### src/rtl/uart_pkg.sv
// Shared UART definitions: frame width, default bit period and receiver state encoding.
// The RX_PARITY state exists only when UART_RX_PARITY_EN is defined.
package uart_pkg;
  localparam int DATA_BITS            = 8;
  localparam int CLKS_PER_BIT_DEFAULT = 16;

  typedef enum logic [2:0] {
    RX_IDLE,
    RX_START,
    RX_DATA,
`ifdef UART_RX_PARITY_EN
    RX_PARITY,
`endif
    RX_STOP
  } rx_state_t;
endpackage

### src/rtl/uart_rx_sync.sv
// Two-flop synchronizer for the asynchronous serial line; resets to the idle (high) level.
module uart_rx_sync (
  input  logic clk,
  input  logic reset,
  input  logic d,
  output logic q
);
  logic meta_reg;
  logic sync_reg;

  always_ff @(posedge clk) begin
    if (reset) begin
      meta_reg <= 1'b1;
      sync_reg <= 1'b1;
    end else begin
      meta_reg <= d;
      sync_reg <= meta_reg;
    end
  end

  assign q = sync_reg;
endmodule

### src/rtl/uart_rx.sv
// UART receiver, 8N1 by default; define UART_RX_PARITY_EN for 8E1 with a parity_err pulse.
// Samples each bit at its centre, counted from the centre of the start bit.
module uart_rx
  import uart_pkg::*;
#(
  parameter int CLKS_PER_BIT = CLKS_PER_BIT_DEFAULT
) (
  input  logic                 clk,
  input  logic                 reset,
  input  logic                 rx,
  output logic [DATA_BITS-1:0] data,
  output logic                 rx_valid,
  output logic                 rx_busy,
  output logic                 frame_err,
  output logic                 parity_err
);
  localparam int CW = $clog2(CLKS_PER_BIT);
  localparam logic [CW-1:0] HALF_M1 = CW'(CLKS_PER_BIT / 2 - 1);
  localparam logic [CW-1:0] FULL_M1 = CW'(CLKS_PER_BIT - 1);

  logic rx_s;

  uart_rx_sync u_sync (
    .clk   (clk),
    .reset (reset),
    .d     (rx),
    .q     (rx_s)
  );

  rx_state_t            state_reg, state_next;
  logic [CW-1:0]        cnt_reg, cnt_next;
  logic [2:0]           bit_idx_reg, bit_idx_next;
  logic [DATA_BITS-1:0] shift_reg, shift_next;
  logic [DATA_BITS-1:0] data_reg, data_next;
  logic                 rx_valid_reg, rx_valid_next;
  logic                 frame_err_reg, frame_err_next;
`ifdef UART_RX_PARITY_EN
  logic                 parity_bit_reg, parity_bit_next;
  logic                 parity_err_reg, parity_err_next;
`endif

  always_ff @(posedge clk) begin
    if (reset) begin
      state_reg     <= RX_IDLE;
      cnt_reg       <= '0;
      bit_idx_reg   <= '0;
      shift_reg     <= '0;
      data_reg      <= '0;
      rx_valid_reg  <= 1'b0;
      frame_err_reg <= 1'b0;
`ifdef UART_RX_PARITY_EN
      parity_bit_reg <= 1'b0;
      parity_err_reg <= 1'b0;
`endif
    end else begin
      state_reg     <= state_next;
      cnt_reg       <= cnt_next;
      bit_idx_reg   <= bit_idx_next;
      shift_reg     <= shift_next;
      data_reg      <= data_next;
      rx_valid_reg  <= rx_valid_next;
      frame_err_reg <= frame_err_next;
`ifdef UART_RX_PARITY_EN
      parity_bit_reg <= parity_bit_next;
      parity_err_reg <= parity_err_next;
`endif
    end
  end

  always_comb begin
    state_next     = state_reg;
    cnt_next       = cnt_reg + 1'b1;
    bit_idx_next   = bit_idx_reg;
    shift_next     = shift_reg;
    data_next      = data_reg;
    rx_valid_next  = 1'b0;
    frame_err_next = 1'b0;
`ifdef UART_RX_PARITY_EN
    parity_bit_next = parity_bit_reg;
    parity_err_next = 1'b0;
`endif
    case (state_reg)
      RX_IDLE: begin
        cnt_next     = '0;
        bit_idx_next = '0;
        if (!rx_s) state_next = RX_START;
      end
      RX_START: begin
        // A start bit that is gone by its centre is treated as a line glitch.
        if (cnt_reg == HALF_M1) begin
          cnt_next   = '0;
          state_next = rx_s ? RX_IDLE : RX_DATA;
        end
      end
      RX_DATA: begin
        if (cnt_reg == FULL_M1) begin
          cnt_next     = '0;
          shift_next   = {rx_s, shift_reg[DATA_BITS-1:1]};
          bit_idx_next = bit_idx_reg + 1'b1;
          if (bit_idx_reg == 3'(DATA_BITS - 1)) begin
`ifdef UART_RX_PARITY_EN
            state_next = RX_PARITY;
`else
            state_next = RX_STOP;
`endif
          end
        end
      end
`ifdef UART_RX_PARITY_EN
      RX_PARITY: begin
        if (cnt_reg == FULL_M1) begin
          cnt_next        = '0;
          parity_bit_next = rx_s;
          state_next      = RX_STOP;
        end
      end
`endif
      RX_STOP: begin
        // Leave at mid stop bit so the next start edge is never missed.
        if (cnt_reg == FULL_M1) begin
          cnt_next   = '0;
          state_next = RX_IDLE;
          if (!rx_s) frame_err_next = 1'b1;
`ifdef UART_RX_PARITY_EN
          else if (parity_bit_reg != ^shift_reg) parity_err_next = 1'b1;
`endif
          else begin
            rx_valid_next = 1'b1;
            data_next     = shift_reg;
          end
        end
      end
      default: state_next = RX_IDLE;
    endcase
  end

  assign data      = data_reg;
  assign rx_valid  = rx_valid_reg;
  assign frame_err = frame_err_reg;
  assign rx_busy   = (state_reg != RX_IDLE);
`ifdef UART_RX_PARITY_EN
  assign parity_err = parity_err_reg;
`else
  assign parity_err = 1'b0;
`endif
endmodule

### config.mk
export PLATFORM = sky130hd
export DESIGN_NAME = uart_rx
export DESIGN_NICKNAME = d
export VERILOG_FILES = /design/src/rtl/uart_pkg.sv /design/src/rtl/uart_rx_sync.sv /design/src/rtl/uart_rx.sv
export SDC_FILE = /design/constraint.sdc
export NUM_CORES = 1
export LEC_CHECK = 0
export BUFFER_PORTS_ARGS = -buffer_cell sky130_fd_sc_hd__buf_2
export CAP_MARGIN = 15
export CORE_MARGIN = 2
export CORE_UTILIZATION = 27
export CTS_BUF_LIST = sky130_fd_sc_hd__clkbuf_16
export DETAILED_ROUTE_END_ITERATION = 7
export PLACE_DENSITY_LB_ADDON = 0.1
export SYNTH_ARGS = -nofsm -noshare
export SYNTH_HDL_FRONTEND = slang
export SYNTH_SLANG_ARGS = --single-unit
### constraint.sdc
create_clock -name clk -period 4.1 [get_ports clk]
set_input_delay 0 -clock clk [delete_from_list [all_inputs] [get_ports clk]]
set_output_delay 0 -clock clk [all_outputs]
set_load 0.03 [all_outputs]
=== Yosys cells after proc, flatten, opt, wreduce, memory -nomap -nowiden ===
Index checks and enable logic that the tools add are counted.

* Output and inout bits: 12
* Input port bits: 3
* Bits in registers: 30

* Reduce and logical (&&, ||, !) cells: 9
* Mux-type cells: 14
* Add/sub/neg operators: 2
* Bitwise gates (word level): 2
* Equality and inequality tests: 11

{| class="wikitable"
|+ Operators by type and width
! operator !! number
|-
| two-way mux 3 bit || 6
|-
| one-hot mux 3 bit (4 select lines) || 1
|-
| one-hot mux 4 bit (3 select lines) || 1
|-
| inequality test 2 bit (second input constant) || 5
|-
| two-way mux 4 bit || 2
|-
| == test 3 x 2 -> 1 bit (second input constant) || 2
|-
| one-hot mux 3 bit (2 select lines) || 1
|-
| AND reduction 5 bit || 1
|-
| adder 4 x 1 -> 4 bit (second input constant) || 1
|-
| == test 4 x 3 -> 1 bit (second input constant) || 1
|-
| == test 4 bit (second input constant) || 1
|-
| AND reduction 2 bit || 2
|-
| adder 3 x 1 -> 3 bit (second input constant) || 1
|-
| == test 3 x 1 -> 1 bit (second input constant) || 1
|-
| == test 3 bit (second input constant) || 1
|-
| logical NOT 3 bit || 1
|-
| AND reduction 3 bit || 1
|-
| nonzero test 3 bit || 1
|-
| OR reduction 3 bit || 1
|-
| two-way mux 1 bit || 2
|-
| two-way mux 2 bit || 1
|-
| inverter 1 bit || 2
|-
| nonzero test 2 bit || 1
|-
| OR reduction 2 bit || 1
|}

=== Depth between registers and ports, before layout ===
Gate-level depths: netlist of the first run.

* Depth after elaboration: 4
* Depth in mapped cells: 6

=== Hierarchy ===
From an unflattened synthesis of the first run, not the netlist that was laid out.

* Cell total of the unflattened synthesis: 134
* Area, all modules: 1276.2 um2

{| class="wikitable"
|+ By module, submodules not included
! module !! area an instance (um2) !! cells each !! times used !! sequential area each (um2)
|-
| uart_rx || 1223.7 || 130 || 1 || 540.5
|-
| uart_rx_sync || 52.6 || 4 || 1 || 40.0
|}

=== Worst setup path after synthesis of the first run ===
No wires, ideal clock.

* Kind: register to register
* Start point: reg cnt_reg[0]
* End point: reg cnt_reg[1]
* Path slack: 2766 ps
* Required time: 4013 ps
* Clock period less this slack: 1334 ps
* Library setup time: 87 ps
* Stages on the path, launching flop included: 7
* Data arrival time: 1247 ps
* Cell sequence: dfxtp_1 ha_1 buf_6 and3_4 buf_6 and2_4 nor4b_2

* Word-level cells in the longest chain between the ends: 3
* Elaborated cells between the ends (all ways): 6

{| class="wikitable"
|+ RTL lines
! what !! line !! text
|-
| start: declaration || uart_rx.sv:31 || <nowiki>logic [CW-1:0] cnt_reg, cnt_next;</nowiki>
|-
| start signal: assignment || uart_rx.sv:57 || <nowiki>cnt_reg <= cnt_next;</nowiki>
|-
| adder 4 x 1 -> 4 bit, or another cell as far along || uart_rx.sv:72 || <nowiki>cnt_next = cnt_reg + 1'b1;</nowiki>
|-
| two-way mux 4 bit (on tied branches) || uart_rx.sv:96, uart_rx.sv:120, uart_rx.sv:90 ||
|-
| one-hot mux 4 bit (3 select lines) * || uart_rx.sv:82 || <nowiki>case (state_reg)</nowiki>
|}

Mark *: on every way between the ends. The rest lies on a longest branch, timed or not.
A chain may end at the register's enable or synchronous reset.

=== Final worst setup path of the first run ===
* Start point: reg state_reg[1]
* End point: reg data_reg[6] (netlist: data[6])

* Word-level cells in the longest chain between the ends: 2

{| class="wikitable"
|+ RTL lines
! what !! line !! text
|-
| start: declaration || uart_rx.sv:30 || <nowiki>rx_state_t state_reg, state_next;</nowiki>
|-
| start signal: assignment || uart_rx.sv:56 || <nowiki>state_reg <= state_next;</nowiki>
|-
| == test 3 x 2 -> 1 bit || uart_rx.sv:82 ||
|-
| AND reduction 3 bit (no line) || -- ||
|-
| end signal: assignment || uart_rx.sv:60 || <nowiki>data_reg <= data_next;</nowiki>
|-
| end: declaration || uart_rx.sv:34 || <nowiki>logic [DATA_BITS-1:0] data_reg, data_next;</nowiki>
|}

Every way passes these cells.

==> flow_summary.yaml, run 1 <==
drt:
  vias: 934
  postRouteWirelength_um: 2514
  drt_iter0_markers: 47
  drc: 0
  highest_layer: "met4"
  viasPerCell: 4.790
  route.met3.wl_um: 132
  postRouteAntennaNets: 0
  dr.pass1.iters: 4
  wl_per_cell_um: 12.89
  wl_met1_um: 1354
  met2_length_um: 987
synth:
  synth_area_um2: 1275
  synth.distinct_cells: 35
  syn_nets: 141
  synth-async-reset-ratio_pct: 0
  synth_top_area_share_pct: 45.53
  synth_edf_count: 0
  post_synth_inst_count: 135
  synth.area.top_cells: "dfxtp_1, nand3_1, mux2i_1"
  seq_area_frac_synth_pct: 45.53
  synth.avg_cell_area_um2: 9.444
  yosys.area.top_type: "dfxtp_1"
  ys_warn_count: 0
  ys_seq_elements: 29
  synthFlopType: "dfxtp_1"
floorplan:
  die_h_um: 72.72
  die_w_um: 72.72
  coreArea_um2: 4444
  num_rows: 24
  initial_core_util_pct: 28.69
  die_area_um2: 5287
  pin_count: 15
cells_and_area:
  syn2layout_area_growth_pct: 16.49
  drive_gt1_share_pct: 19.58
  multi_input_area_um2: 601.8
  nets: 148
  fin_area_um2: 1485
  area.sequential_um2: 580.6
  fillers: 471
  antenna_cells: 0
critical_path:
  crit_slowest_cell: "dfxtp_1"
  required_ns: 4.23
  cpPeakStageDelay_ns: 0.76
  crit_arrival_ns: 1.77
  worstPathMaxFanout: 21
  rr_worst_depth: 3
  crit_chain: "nand3_1, o21ai_0, a21oi_1"
  critical_path_class: "reg2reg"
  setup.worst_path.end_class: "register"
  cp-start-kind: "register"
pwr:
  leakagePower_nw: 0.6062
  p_clk_share_pct: 56.8
  internal_power_uw: 571.0
  netSwitchingPower_uw: 127.8
  pwr-share-comb_pct: 2.1
  powerDensity_nw_per_um2: 470.5
  ir_worst_vdd_mv: 0.1743
  switching_share_pct: 18.28
  pwr-share-seq_pct: 41.1
place:
  io_buffers: 13
  place_area_um2: 1313
  dp_hpwl_um: 1726
  globalplace.congestion: 0.6570
timing:
  rsz0062_at_grt: "false"
  hold_violations: 0
  relSlewSlack_pct: 54.39
  final.setup.tns_ns: 0
  fin_crit_ns: 1.638
  fmax_mhz: 610.4
  min_period_over_period_pct: 39.96
  slew_violations: 0
  tightest_slew_ns: 0.6831
  setup_viol: 0
  clock_skew_ns: 0.002174
cts:
  cts_tree: "done"
  clkLatencyLatePin_ns: 0.27
  root_buffer: "clkbuf_16"
  clkTransAtPathRegs_ns: 0.05
  cts_setup_buffers: 0
  cts.path.max_buffers: 2
  cts-hold-fix-buffers: 1
  cts_sinks: 29
  htreeDepth: 2
  cts_buffers: 5
  cts_resized: 0
worst_hold_path:
  hp-class: "in2reg"
  hold_depth: 2
grt:
  gr-total-overflow: 0
  grt_pass1_wl_um: 4498
  antenna_found_initial: 0
  grt_pass1_vias: 950
  grt_max_degree: 31
  grt.total_usage_pct: 11.20
run_status:
  outcome: "finished, final reports clean"
job:
  cap_violations: 0
[critical path: cells and delay by family (launching register included)]
kind	cells	cell delay (ns)
flops	1	0.76
simple gates	1	0.39
compound gates	2	0.35
[cell type report]
type | count | area share [%]
clock inverter | 3 | 2.527
clock buffer | 5 | 8.425
sequential | 29 | 39.09
timing repair buffer | 14 | 5.055
tap | 52 | 4.381
multi-input combinational | 92 | 40.52
[synthesized netlist by cell type, types with 2 or more instances]
cell      instances
nand2_1           5
or2_2             3
xor2_1            2
a31oi_1           3
buf_2             5
o21ai_0           9
dfxtp_1          29
clkbuf_1          4
buf_6             4
nor4_1            2
and2_4            2
mux2i_1           7
nor2_1            3
nand3b_1          2
ha_1              3
a21oi_1          10
nand2b_1          8
nand3_1          17
[power by group through the flow]
stage | Clock (mW) | Combinational (mW) | Sequential (mW)
floorplan | 0 | 0.0130 | 0.291
global placement | 0 | 0.0141 | 0.293
detailed placement | 0 | 0.0143 | 0.293
CTS | 0.408 | 0.0150 | 0.287
global route | 0.417 | 0.0163 | 0.287
finish | 0.397 | 0.0146 | 0.287
[path summary, 6_finish.rpt]
check	from	endpoint	slack, ns
setup / recovery	state_reg[1]	data[6]	2.46
hold / removal	reset	cnt_reg[2]	0.21
setup reg to reg	state_reg[1]	data[6]	2.46
hold reg to reg	u_sync.meta_reg	u_sync.q	0.41
[metal layers]
layer | track usage [%] | up-vias
li1 | - | 492
met1 | 15.06 | 419
met2 | 15.45 | 18
met3 | 4.834 | 5
met4 | 4.938 | 0
met5 | 0 | -
[cell families (layout without fill, tap and decap cells)]
group                    Yosys count  in the layout  share of synthesized area (%)
flip-flops                        29             29                          45.54
AND/OR/NAND/NOR                   52             52                          25.22
multiplexers                       7              7                          5.496
other                              1              1                         0.2941
buffers and inverters             14             22                          7.261
adder cells (fa/ha/maj)            3              3                          2.944
XOR/XNOR                           2              2                          1.374
AO/OA/AOI/OAI                     27             27                          11.87
[cell usage in the layout (no fill, tap or decap), types with 3 or more instances in the layout]
cell type / netlist / final
buf_2: 5 / 13
a21oi_1: 10 / 10
nand2_1: 5 / 5
mux2i_1: 7 / 7
ha_1: 3 / 3
a31oi_1: 3 / 3
or2_2: 3 / 3
o21ai_0: 9 / 9
clkbuf_16: 0 / 5
nand3_1: 17 / 17
dfxtp_1: 29 / 29
nor2_1: 3 / 3
nand2b_1: 8 / 8
[per-stage QoR]
stage | utilization, % | worst slack (ns) | hold WS, ns | instances | power, mW
2_1_floorplan | - | 2.766 | 0.1038 | 135 | 0.3037
3_3_place_gp | 29.53 | 2.523 | 0.1972 | 186 | 0.3067
3_5_place_dp | 29.53 | 2.487 | 0.1941 | 186 | 0.3068
4_1_cts | 33.42 | 2.474 | 0.2154 | 195 | 0.7095
5_1_grt | 33.42 | 2.310 | 0.2506 | 195 | 0.7203
6_report | 33.42 | 2.462 | 0.2133 | 195 | 0.6988
Note: power is estimated with default switching activity, not from simulation.
==> run 2: changes to the inputs <==
Clock period 4.1 ns to 1.4 ns, I/O delays scaled along.
==> flow_summary.yaml, run 2 (synthesized netlist as in run 1, its figures left out) <==
timing:
  relSlewSlack_pct: 65.75
  min_period_over_period_pct: 93.85
  hold_violations: 0
  fmax_mhz: 761.1
  rsz0062_at_grt: "false"
  tightest_slew_ns: 0.5137
  fin_crit_ns: 1.314
  setup_viol: 0
  fin_ws_ns: 0.08612
  clock_skew_ns: 0.004899
  slew_violations: 0
  final.setup.tns_ns: 0
cells_and_area:
  antenna_cells: 0
  final_util_pct: 34.63
  nets: 156
  final_cell_mix: "dfxtp_1, nand3_1, buf_2"
  syn2layout_area_growth_pct: 20.71
  fillers: 451
  layout_commonest_cell: "dfxtp_1"
  fin_area_um2: 1539
  drive_gt1_share_pct: 26.49
worst_hold_path:
  worstHoldEndpoint: "cnt_reg[2]"
  hp-class: "in2reg"
  min-delay-start: "reset"
  hold_depth: 2
pwr:
  leakagePower_nw: 0.6307
  ir_worst_vdd_mv: 0.4598
  power_mw: 1.898
  powerDensity_nw_per_um2: 1234
place:
  dp_hpwl_um: 1815
  io_buffers: 13
  place_area_um2: 1373
  dp_worst_setup_slack_ns: 0.01544
  globalplace.congestion: 0.6779
critical_path:
  setup.worst_path.end_class: "register"
  required_ns: 1.60
  worstPathMaxFanout: 6
  r2r_slack_ns: 0.09
  cp-start-kind: "register"
  crit_arrival_ns: 1.51
  r2r-end: "bit_idx_reg[0]"
  critical_path_class: "reg2reg"
  rr_worst_depth: 5
  r2r-start: "cnt_reg[0]"
floorplan:
  die_h_um: 72.72
  die_area_um2: 5287
  initial_core_util_pct: 28.69
  die_w_um: 72.72
  coreArea_um2: 4444
  num_rows: 24
  pin_count: 15
cts:
  htreeDepth: 2
  cts_setup_buffers: 0
  root_buffer: "clkbuf_16"
  cts_tree: "done"
  cts.path.max_buffers: 2
  clkLatencyLatePin_ns: 0.27
  clkTransAtPathRegs_ns: 0.05
  cts_sinks: 29
  cts_buffers: 5
grt:
  grt.total_usage_pct: 10.86
  grt_max_degree: 31
  grt_pass1_vias: 902
  gr-total-overflow: 0
  antenna_found_initial: 0
  grt_pass1_wl_um: 4333
drt:
  dr.pass1.iters: 4
  postRouteAntennaNets: 0
  drt_iter0_markers: 50
  drc: 0
  postRouteWirelength_um: 2585
  vias: 959
  wl_per_cell_um: 12.73
  viasPerCell: 4.724
run_status:
  outcome: "finished, final reports clean"
job:
  cap_violations: 0
run 2: worst max path at each step:
stage	start	end	slack (ns)	cells after the start
4_1_cts	cnt_reg[0]	bit_idx_reg[0]	0.02	5
2_1_floorplan	cnt_reg[0]	cnt_reg[1]	0.07	6
6_report	cnt_reg[0]	bit_idx_reg[0]	0.09	5
5_1_grt	cnt_reg[0]	state_reg[0]	0.01	5
3_3_place_gp	cnt_reg[0]	bit_idx_reg[0]	0.05	5
3_5_place_dp	cnt_reg[0]	bit_idx_reg[0]	0.02	5
run 2: per-layer routing:
metal / part of all wire, % / vias up / routed length [um] / GRT usage, %
met5: 0 / - / 0 / 0
met4: 2.2 / 0 / 58 / 5.556
met3: 4.4 / 6 / 113 / 3.729
met2: 41 / 22 / 1052 / 14.65
met1: 53 / 427 / 1360 / 15.16
li1: - / 504 / - / -
run 2: per-stage QoR:
step                      cells  hold slack (ns)
after floorplan             135           0.1038
final                       203           0.1865
after global routing        203           0.2186
after CTS                   203           0.1896
after detailed placement    194           0.1862
after global placement      194           0.1822
run 2: report_power, final:
group	switching [mW]	internal [mW]	leakage, nW
Sequential	0.00554	0.832	0.234
Combinational	0.0300	0.0200	0.327
Clock	0.362	0.649	0.0696
Total	0.397	1.50	0.631
run 2: critical path, stage by stage, from the launching register on:
cell	delay [ns]
dfxtp_1	0.39
ha_4	0.19
and4b_2	0.29
buf_4	0.15
nand3b_1	0.07
a31oi_1	0.15
run 2: layout make-up:
class | count | area, um2 | share of cell area (%)
timing repair buffer | 22 | 135.1 | 8.780
clock buffer | 5 | 125.1 | 8.130
clock inverter | 3 | 17.52 | 1.138
multi-input combinational | 92 | 615.6 | 40.00
sequential | 29 | 580.6 | 37.72
tap | 52 | 65.06 | 4.228
run 2: timing repair:
action,CTS,global route
hold buffers,1,0
endpoints found under the hold margin,1,0
gates resized for setup,1,2
setup endpoints to repair,1,7
cloned,0,0
==> run 3: changes to the inputs <==
Settings changed: CAP_MARGIN 15 to default.
Clock period 1.4 ns to 1.3 ns, I/O delays scaled along.
==> flow_summary.yaml, run 3 (synthesized netlist as in run 1, its figures left out) <==
cts:
  cts_sinks: 29
  root_buffer: "clkbuf_16"
  cts.path.max_buffers: 2
  cts_buffers: 5
  htreeDepth: 2
  clkTransAtPathRegs_ns: 0.05
  clkLatencyLatePin_ns: 0.27
  cts_tree: "done"
drt:
  wl_per_cell_um: 13.53
  drt_iter0_markers: 70
  vias: 1022
  postRouteAntennaNets: 0
  viasPerCell: 4.867
  postRouteWirelength_um: 2841
  dr.pass1.iters: 4
  drc: 0
timing:
  min_period_over_period_pct: 96.61
  relSlewSlack_pct: 63.91
  rsz0062_at_grt: "false"
  fmax_mhz: 796.2
  fin_crit_ns: 1.256
  setup_viol: 0
  tightest_slew_ns: 0.5414
  slew_violations: 0
  holdWs_ns: 0.1984
  clock_skew_ns: 0.003578
  hold_violations: 0
pwr:
  internal_power_mw: 2.019
  switching_share_pct: 17.81
  netSwitchingPower_uw: 437.5
  pwr-share-comb_pct: 2.6
  ir_worst_vdd_mv: 0.7366
  leakagePower_nw: 0.7009
  pwr-share-seq_pct: 36.8
  p_clk_share_pct: 60.6
  powerDensity_nw_per_um2: 1469
critical_path:
  critical_path_class: "reg2out"
  crit_arrival_ns: 1.26
  critical_path_buf_inv_count: 2
  worstPathMaxFanout: 7
  r2r_slack_ns: 0.06
  setup.worst_path.end_class: "primary output"
  cpPeakStageDelay_ns: 0.35
  crit_family: "flip-flops"
  required_ns: 1.30
  crit_slowest_cell: "dfxtp_2"
  cp-start-kind: "register"
  crit_chain: "buf_4, or2_2, buf_4"
  crit_top_cell: "buf_4"
floorplan:
  initial_core_util_pct: 28.69
  die_w_um: 72.72
  coreArea_um2: 4444
  die_area_um2: 5287
  num_rows: 24
  pin_count: 15
  die_h_um: 72.72
cells_and_area:
  layout_commonest_cell: "dfxtp_1"
  drive_gt1_share_pct: 33.54
  antenna_cells: 0
  final_cell_mix: "dfxtp_1, nand3_1, buf_4"
  final_util_pct: 37.61
  nets: 163
  fin_cells: 210
  syn2layout_area_growth_pct: 31.11
job:
  cap_violations: 0
grt:
  grt_max_degree: 31
  use_met1_pct: 14.49
  antenna_found_initial: 0
  gr-total-overflow: 0
  grt_pass1_wl_um: 4519
  busiest_layer: "met2"
  grt.total_usage_pct: 11.33
  gr-usage-met2_pct: 17.07
  grt_pass1_vias: 972
  use_met3_pct: 4.696
place:
  globalplace.congestion: 0.7306
  dp_cells: 200
  dp_hpwl_um: 1893
  io_buffers: 13
worst_hold_path:
  hp-class: "in2reg"
run_status:
  outcome: "finished, final reports clean"
==> run 3: cell types whose count changed in the layout (fill, tap and decap cells not counted), moves of 2 or more <==
cell / change
o21ai_0: -2
o21ai_1: +2
dfxtp_2: +4
dfxtp_1: -4
bufinv_16: +2
buf_4: +6
==> run 3: repair_timing <==
item                                    4_1_cts  5_1_grt
endpoints found under the setup margin       12       20
gates cloned                                  0        0
gates resized for setup                       5        8
hold buffers                                  1        0
pin swaps                                     2        0
hold endpoints to repair                      1        0
buffers inserted                              0        1
==> run 3: power groups by stage <==
stage,sequential [mW],clock (mW),combinational [mW]
finish,0.904,1.49,0.0634
global route,0.904,1.56,0.0693
CTS,0.903,1.51,0.0613
detailed placement,0.921,0,0.0577
global placement,0.920,0,0.0567
floorplan,0.917,0,0.0409
==> run 3: cell type report <==
type,instances,area (um2)
Clock buffer,5,125.1
Multi-Input combinational cell,92,624.3
Fill cell,448,2773
Timing Repair Buffer,29,206.4
Clock inverter,3,65.06
Tap cell,52,65.06
Sequential cell,29,585.6
==> run 3: per-layer routing <==
metal / wire [um] / part of all wire, % / up-vias
li1: - / - / 517
met1: 1421 / 50 / 485
met2: 1266 / 45 / 16
met3: 118 / 4.2 / 4
met4: 35 / 1.2 / 0
met5: 0 / 0 / -
==> run 3: path summary, 6_finish.rpt <==
kind | to | cells past startpoint | startpoint
worst max register to register | shift_reg[6] | 5 | cnt_reg[0]
worst max-delay path | rx_busy | 3 | state_reg[1]
worst min-delay path | cnt_reg[2] | 2 | reset
worst min register to register | u_sync.q | 1 | u_sync.meta_reg
==> run 3: metrics by stage <==
step | power (mW) | setup TNS, ns | area, um2 | worst slack (ns)
after floorplan | 0.9580 | 0 | 1277 | 0.001351
after global placement | 0.9771 | 0 | 1433 | 0.01545
after detailed placement | 0.9785 | -0.2999 | 1433 | -0.03458
after CTS | 2.472 | 0 | 1648 | 0.009333
after global routing | 2.529 | 0 | 1672 | 0.0003135
final | 2.456 | 0 | 1672 | 0.04401
